### config.mk
export PLATFORM = sky130hd
export DESIGN_NAME = seg_scan_ctrl
export DESIGN_NICKNAME = d
export VERILOG_FILES = /design/src/rtl/seg_scan_ctrl.sv
export SDC_FILE = /design/constraint.sdc
export NUM_CORES = 1
export LEC_CHECK = 0
export CAP_MARGIN = 40
export CELL_PAD_IN_SITES_DETAIL_PLACEMENT = 1
export CELL_PAD_IN_SITES_GLOBAL_PLACEMENT = 1
export CORE_ASPECT_RATIO = 1.1
export CORE_MARGIN = 2
export CORE_UTILIZATION = 38
export CTS_BUF_LIST = sky130_fd_sc_hd__clkbuf_4 sky130_fd_sc_hd__clkbuf_8 sky130_fd_sc_hd__clkbuf_16
export DETAILED_ROUTE_END_ITERATION = 7
export GPL_TIMING_DRIVEN = 0
export HOLD_SLACK_MARGIN = 0.12
export PLACE_DENSITY = 0.78
export SLEW_MARGIN = 20
export SYNTH_ARGS = -nofsm -noshare
export SYNTH_HDL_FRONTEND = slang
export SYNTH_SLANG_ARGS = --single-unit
### constraint.sdc
create_clock -name clk -period 1.3 [get_ports clk]
set_input_delay 0.325 -clock clk [delete_from_list [all_inputs] [get_ports clk]]
set_output_delay 0.325 -clock clk [all_outputs]
set_load 0.01 [all_outputs]
### src/rtl/seg_scan_ctrl.sv
// Count-to-BCD converter with a multiplexed seven-segment digit scanner.
// Optional build macro LEADING_ZERO_BLANK_EN turns off the anodes of leading zero digits.
module seg_scan_ctrl #(
    parameter int NUM_DIGITS = 2,
    parameter int CNT_W      = 7,
    parameter int SCAN_DIV   = 50000
) (
    input  logic                  clk,
    input  logic                  rst_n,
    input  logic [CNT_W-1:0]      value_in,
    input  logic                  value_valid,
    output logic                  value_ready,
    input  logic                  disp_on,
    output logic [3:0]            digit_bcd,
    output logic [NUM_DIGITS-1:0] digit_en,
    output logic                  busy,
    output logic                  sat
);

    localparam int BCD_W = 4 * NUM_DIGITS;
    localparam int IDX_W = (NUM_DIGITS > 1) ? $clog2(NUM_DIGITS) : 1;
    localparam int PRE_W = $clog2(SCAN_DIV);
    localparam int BIT_W = $clog2(CNT_W + 1);

    function automatic int pow10(input int n);
        int p;
        p = 1;
        for (int i = 0; i < n; i++) p = p * 10;
        return p;
    endfunction

    localparam int MAX_VAL = pow10(NUM_DIGITS) - 1;

    typedef enum logic [1:0] {IDLE, CONVERT, COMMIT} state_t;

    state_t                  state_q, state_d;
    logic [CNT_W-1:0]        op_q, op_d;
    logic [BCD_W-1:0]        bcd_q, bcd_d, bcd_adj;
    logic [BIT_W-1:0]        cnt_q, cnt_d;
    logic                    psat_q, psat_d;
    logic                    sat_q, sat_d;
    logic [BCD_W-1:0]        disp_q, disp_d;
    logic [PRE_W-1:0]        pre_q, pre_d;
    logic [IDX_W-1:0]        idx_q, idx_d;
    logic [3:0]              digit_bcd_q, digit_bcd_d;
    logic [NUM_DIGITS-1:0]   digit_en_q, digit_en_d;
    logic                    blank;
    logic                    xfer;

    assign xfer = value_valid && (state_q == IDLE);

    // FSM: state register
    // NOTE: sequential state uses non-blocking (<=) so all flops update together on the edge.
    always_ff @(posedge clk or negedge rst_n) begin
        if (!rst_n) state_q <= IDLE;
        else        state_q <= state_d;
    end

    // FSM: next state
    // NOTE: every comb output gets a default first, so no path leaves it unassigned (no latch).
    always_comb begin
        state_d = state_q;
        unique case (state_q)
            IDLE:    if (value_valid) state_d = CONVERT;
            CONVERT: if (cnt_q == BIT_W'(1)) state_d = COMMIT;
            COMMIT:  state_d = IDLE;
            default: state_d = IDLE;
        endcase
    end

    // FSM: outputs
    always_comb begin
        value_ready = 1'b0;
        busy        = 1'b0;
        unique case (state_q)
            IDLE:    value_ready = 1'b1;
            CONVERT: busy = 1'b1;
            COMMIT:  busy = 1'b1;
            default: value_ready = 1'b0;
        endcase
    end

    // Shift-add-3: nibbles of 5 or more overflow past 9 once doubled, so pre-correct them.
    always_comb begin
        bcd_adj = bcd_q;
        for (int i = 0; i < NUM_DIGITS; i++) begin
            if (bcd_q[4*i +: 4] >= 4'd5) bcd_adj[4*i +: 4] = bcd_q[4*i +: 4] + 4'd3;
        end
    end

    always_comb begin
        op_d   = op_q;
        bcd_d  = bcd_q;
        cnt_d  = cnt_q;
        psat_d = psat_q;
        sat_d  = sat_q;
        disp_d = disp_q;
        if (xfer) begin
            if (int'(value_in) > MAX_VAL) begin
                op_d   = CNT_W'(MAX_VAL);
                psat_d = 1'b1;
            end else begin
                op_d   = value_in;
                psat_d = 1'b0;
            end
            bcd_d = '0;
            cnt_d = BIT_W'(CNT_W);
        end else if (state_q == CONVERT) begin
            bcd_d = {bcd_adj[BCD_W-2:0], op_q[CNT_W-1]};
            op_d  = op_q << 1;
            cnt_d = cnt_q - BIT_W'(1);
        end else if (state_q == COMMIT) begin
            disp_d = bcd_q;
            sat_d  = psat_q;
        end
    end

    // Scanner runs regardless of the converter.
    always_comb begin
        pre_d = pre_q + PRE_W'(1);
        idx_d = idx_q;
        if (pre_q == PRE_W'(SCAN_DIV - 1)) begin
            pre_d = '0;
            idx_d = (idx_q == IDX_W'(NUM_DIGITS - 1)) ? '0 : idx_q + IDX_W'(1);
        end
    end

`ifdef LEADING_ZERO_BLANK_EN
    // Walking down from the MSD, a slot is blank while every digit at or above it is zero.
    always_comb begin
        logic upper_zero;
        upper_zero = 1'b1;
        blank      = 1'b0;
        for (int i = NUM_DIGITS - 1; i > 0; i--) begin
            if (disp_q[4*i +: 4] != 4'd0) upper_zero = 1'b0;
            if ((int'(idx_q) == i) && upper_zero) blank = 1'b1;
        end
    end
`else
    assign blank = 1'b0;
`endif

    always_comb begin
        digit_bcd_d = disp_q[4*int'(idx_q) +: 4];
        if (!disp_on || blank) digit_en_d = {NUM_DIGITS{1'b1}};
        else                   digit_en_d = ~(NUM_DIGITS'(1) << idx_q);
    end

    // The display bank is only a few nibbles, so it is reset with the rest of the state.
    always_ff @(posedge clk or negedge rst_n) begin
        if (!rst_n) begin
            op_q        <= '0;
            bcd_q       <= '0;
            cnt_q       <= '0;
            psat_q      <= 1'b0;
            sat_q       <= 1'b0;
            disp_q      <= '0;
            pre_q       <= '0;
            idx_q       <= '0;
            digit_bcd_q <= '0;
            digit_en_q  <= {NUM_DIGITS{1'b1}};
        end else begin
            op_q        <= op_d;
            bcd_q       <= bcd_d;
            cnt_q       <= cnt_d;
            psat_q      <= psat_d;
            sat_q       <= sat_d;
            disp_q      <= disp_d;
            pre_q       <= pre_d;
            idx_q       <= idx_d;
            digit_bcd_q <= digit_bcd_d;
            digit_en_q  <= digit_en_d;
        end
    end

    assign digit_bcd = digit_bcd_q;
    assign digit_en  = digit_en_q;
    assign sat       = sat_q;

endmodule

# [After elaboration in Yosys (flattened, before gate mapping)]
# Index checks and enable logic that the tools add are counted.
[totals] register_bits=53 inputBits=11 output_inout_bits=9
[op_classes] addsub=5 order_cmp=3 eq_ne=6 shift=2 mux=18 n_bitwise=3 n_reduce_logical=6
[op_table] operator="2-to-1 mux 7 bit" n=3
[op_table] operator="adder 16 x 1 -> 16 bit (second input constant)" n=1
[op_table] operator="equality test 16 bit (second input constant)" n=1
[op_table] operator="2-to-1 mux 16 bit" n=1
[op_table] operator="2-to-1 mux 8 bit" n=2
[op_table] operator="2-to-1 mux 3 bit" n=3
[op_table] operator=">= comparator 4 x 3 -> 1 bit (second input constant)" n=2
[op_table] operator="variable part select 8 x 4 -> 4 bit" n=1
[op_table] operator="greater-than comparator 7 bit (second input constant)" n=1
[op_table] operator="2-to-1 mux 2 bit" n=3
[op_table] operator="adder 4 x 2 -> 4 bit (second input constant)" n=1
[op_table] operator="2-to-1 mux 1 bit" n=4
[op_table] operator="2-to-1 mux 4 bit" n=1
[op_table] operator="inequality test 2 bit (second input constant)" n=2
[op_table] operator="one-hot mux 2 bit (2 select lines)" n=1
[op_table] operator="adder 3 x 2 -> 3 bit (second input constant)" n=1
[op_table] operator="equality test 3 x 1 -> 1 bit (second input constant)" n=1
[op_table] operator="AND reduction 3 bit" n=1
[op_table] operator="subtractor 3 x 1 -> 3 bit (second input constant)" n=1
[op_table] operator="equality test 2 x 1 -> 1 bit (second input constant)" n=1
[op_table] operator="equality test 2 bit (second input constant)" n=1
[op_table] operator="logical NOT 2 bit" n=1
[op_table] operator="inverter 1 bit" n=2
[op_table] operator="inverter 2 bit" n=1
[op_table] operator="other kinds (6)" n=6

# [Depth between registers and ports, before layout]
[depth] ltp_word=4 ltp_mapped=7 ltp_nobuf=6

# [Least setup slack after synthesis]
# Ideal clock, no wire load.
[synth_timing] kind="reg2reg" startpoint="register bcd_q[4]" endpoint="register bcd_q[6]" setup_time_ns=0.083 arrival_ns=1.379 setup_slack_ns=-0.161 stages_incl_launch_ff=7 n_path_buf=0 period_less_slack_ns=1.461 cell_sequence="dfrtp_1 > inv_1 > ha_1 > nand2b_1 > a21oi_1 > mux2_2 > o21ai_0"
[synth_between] elab_chain_len=4 word_cells_on_any_way=5
[synth_rtl] element="start: declaration" line="38" text="logic [BCD_W-1:0] bcd_q, bcd_d, bcd_adj;"
[synth_rtl] element="start signal: assignment" line="153" text="bcd_q <= '0;"
[synth_rtl] element="start signal: assignment" line="164" text="bcd_q <= bcd_d;"
[synth_rtl] element=">= comparator 4 x 3 -> 1 bit / adder 3 x 2 -> 3 bit (equally long branches)" line="87" text="if (bcd_q[4*i +: 4] >= 4'd5) bcd_adj[4*i +: 4] = bcd_q[4*i +: 4] + 4'd3;"
[synth_rtl] element="2-to-1 mux 3 bit *" line="87"
[synth_rtl] element="2-to-1 mux 8 bit *" line="108" text="end else if (state_q == CONVERT) begin"
[synth_rtl] element="2-to-1 mux 8 bit *" line="98" text="if (xfer) begin"
# Mark *: on every way between the ends. The rest lies on a longest branch, timed or not. The select of a mux whose other input is x is not followed.
# A chain may end at the register's enable or synchronous reset.

# [Worst setup path in the final report]
[layout_timing] startpoint="register state_q[1]" endpoint="output busy"
[layout_between] elab_chain_len=3 word_cells_on_any_way=4
[layout_rtl] element="start: declaration" line="36" text="state_t state_q, state_d;"
[layout_rtl] element="start signal: assignment" line="56" text="else state_q <= state_d;"
[layout_rtl] element="equality test 2 x 1 -> 1 bit / equality test 2 bit (equally long branches)" line="75" text="unique case (state_q)"
[layout_rtl] element="OR reduction 2 bit (no source line) *"
[layout_rtl] element="2-to-1 mux 1 bit *" line="75"
[layout_rtl] element="end: declaration" line="16" text="output logic busy,"
# Mark *: on every way between the ends. The rest lies on a longest branch, timed or not.

==> qor.csv <==
metric;value;unit
FFs w/ async S/R, synth;1.00;
Longest Clk Path Bufs;2;
Largest stage delay, worst path;0.42;ns
Tmin final;1.52;ns
Power Dens Cells;1810;nW/um^2
met3 wire len;181;um
IO buf count;19;
Residual DRC;0;
Critical Path RT;0.98;ns
Die Span X;81.5;um
wire length on met2;4560;um
Clock transition at path regs;0.10;ns
grt ovf;0;
Root Buffer;clkbuf_8;
Post-synth top flop;dfrtp_1;
initial drt markers;71;
Post-Synthesis Cells;227;
sink count of the clock tree;53;
post-DP HPWL;3660;um
Mapped Area;2510;um^2
Rows;31;
Final Cell Area;3950;um^2
largest net degree at the start of global routing;54;
antenna viol nets, final;0;
clk_skew;0.0122;ns
sequential area share after synthesis;0.529;
RSZ-0062 raised after global routing;yes;
final number of setup-violating endpoints;33;
crit-path cells;inv_2 > ha_4 > buf_6;
Rel. slew slack;0.546;
initial antenna violation count;0;
status;finished with violations;
vias;2022;
Num CTS Buffers;5;
die height;89.3;um
vias in the first global route;2254;
Arr. time, crit path;1.19;ns
warnings from Yosys;0;
total track usage;0.209;
Max IR drop VDD;1.05;mV
largest fanout on the critical path;3;
layout cells sized above 1;0.580;
slowest CP cell;dfrtp_1;
Final Cycle Share;1.17;
Core Box Area;6480;um^2
Die ar.;7280;um^2
Avg Vias per Cell;5.20;
synthesized flop and latch total;53;
WL/cell;19.9;um
routed length on met1;2820;um
IO Pins;20;
final core utilization;0.609;
H-tree lvl count;2;
EDFF count, synth;0;
Worst-Skew Late Latency;0.32;ns
crit path kind;register to output pin;
Fin. Hold Viols;0;
failing checks;setup timing;
DRT Pass-1 Iters;4;
Leak;0.00173;uW
Max-Cap Viols;0;
routed wire length;7730;um
Mapped Avg Cell Area;11.1;um^2
CP endpoint kind;output pin;
Tightest Hold Check Type;register to register;
Netlist cell types;42;
startpoint types;register;
setup tns final;-4.02;ns
CTS tree;yes;
Mapped Nets;248;
first-pass GRT wire length;11200;um
Initial Utilization;0.388;
fmax;659;MHz
Worst-Margin Slew;0.681;ns
final worst setup slack;-0.217;ns
max layer used;met4;
Max Transition Viols Final;0;
RD Place Congestion;0.779;
Diodes inserted;0;
Total Nets Final;327;
Area Growth Syn to Fin;57.0;%
Area after DPL;2850;um^2
state kept, by name (all words and copies together), names as in the netlist:
name / cells
pre_q: 16
bcd_q: 8
disp_q: 8
op_q: 7
digit_bcd: 4
cnt_q: 3
digit_en: 2
state_q: 2
idx_q: 1
psat_q: 1
sat: 1
critical path: cells and delay by family (launching register included):
| family | cells | cell delay [ns] |
|---|---|---|
| buffers and inverters | 2 | 0.24 |
| DFF | 1 | 0.42 |
| adders and majority gates | 1 | 0.21 |
stage by stage:
step / power, uW / hold slack (ns) / setup slack [ns] / instances
2_1_floorplan: 3460 / 0.0294 / -0.0987 / 227
3_3_place_gp: 3950 / 0.461 / -1.68 / 328
3_5_place_dp: 4050 / 0.404 / -0.403 / 328
4_1_cts: 6090 / 0.490 / -0.161 / 374
5_1_grt: 7500 / 0.511 / -0.250 / 389
6_report: 7130 / 0.490 / -0.217 / 389
logic make-up (layout without fill, tap and decap cells):
| kind of cell | count (synthesis) | after routing | synth area share |
|---|---|---|---|
| adder cells (fa/ha/maj) | 10 | 10 | 0.0498 |
| buffers and inverters | 17 | 96 | 0.0304 |
| multiplexers | 21 | 21 | 0.0906 |
| AND/OR/NAND/NOR | 76 | 77 | 0.167 |
| XOR/XNOR | 17 | 17 | 0.0592 |
| AO/OA/AOI/OAI | 33 | 33 | 0.0747 |
| flip-flops | 53 | 53 | 0.529 |
cells in the mapped netlist (all sizes together), types with 2 or more instances:
library cell | count | area, um^2
nor3b | 2 | 15.0
and3 | 3 | 20.0
mux2 | 14 | 158
nand4 | 3 | 25.0
and2b | 2 | 16.3
o21ai | 17 | 88.8
mux2i | 7 | 70.1
nand3 | 8 | 40.0
xnor2 | 11 | 96.3
nor2 | 14 | 52.6
clkbuf | 3 | 11.3
nand2b | 5 | 31.3
nor4 | 2 | 25.0
ha | 10 | 125
dfrtp | 51 | 1280
buf | 5 | 31.3
inv | 9 | 33.8
nand2 | 22 | 82.6
a211oi | 2 | 15.0
xor2 | 6 | 52.6
or3 | 2 | 12.5
dfstp | 2 | 52.6
nor3 | 4 | 20.0
and4 | 3 | 27.5
a21oi | 9 | 45.0
placed cells by master (no fill, tap or decap), types with 8 or more instances in the layout:
cell              n
buf_4            38
buf_6            16
clkdlybuf4s50_1   8
dfrtp_1          44
mux2_2           13
nand2_1          12
o21ai_1           8
what timing repair did:
item                       CTS  global route
hold buffers                 1             0
cloned                       3             1
pin swaps                   24            29
hold endpoints to repair    51             0
gates resized for setup    106            76
setup buffers               35            15
setup endpoints to repair   52            52
layout make-up:
type | count | area (um^2)
timing repair buffer | 71 | 686
tap | 82 | 103
inverter | 9 | 36.3
sequential | 53 | 1340
multi-input combinational | 158 | 1580
buffer | 8 | 110
clock buffer | 6 | 76.3
fill | 640 | 2530
clock inverter | 2 | 15.0
path summary, 6_finish.rpt:
path	startpoint	end	slack (ns)	cells past startpoint
max	state_q[1]	busy	-0.22	3
min	psat_q	psat_q	0.49	1
max reg2reg	state_q[1]	op_q[4]	-0.18	7
min reg2reg	psat_q	psat_q	0.49	1
max in group asynchronous	rst_n	pre_q[8]	0.22	2
min in group asynchronous	rst_n	pre_q[0]	0.59	2
report_power, final:
| group | leakage [uW] | switching [uW] | internal (uW) |
|---|---|---|---|
| Combinational | 0.00102 | 1670 | 2070 |
| Clock | 0.0000408 | 584 | 402 |
| Sequential | 0.000678 | 368 | 2040 |
| Total | 0.00173 | 2620 | 4510 |
routing by layer:
layer  vias to the layer above  global-route usage
met2                        35               0.411
li1                        939                   -
met1                      1034               0.222
met5                         -                   0
met3                        14              0.0354
met4                         0              0.0755
(Power assumes the default switching activity.)
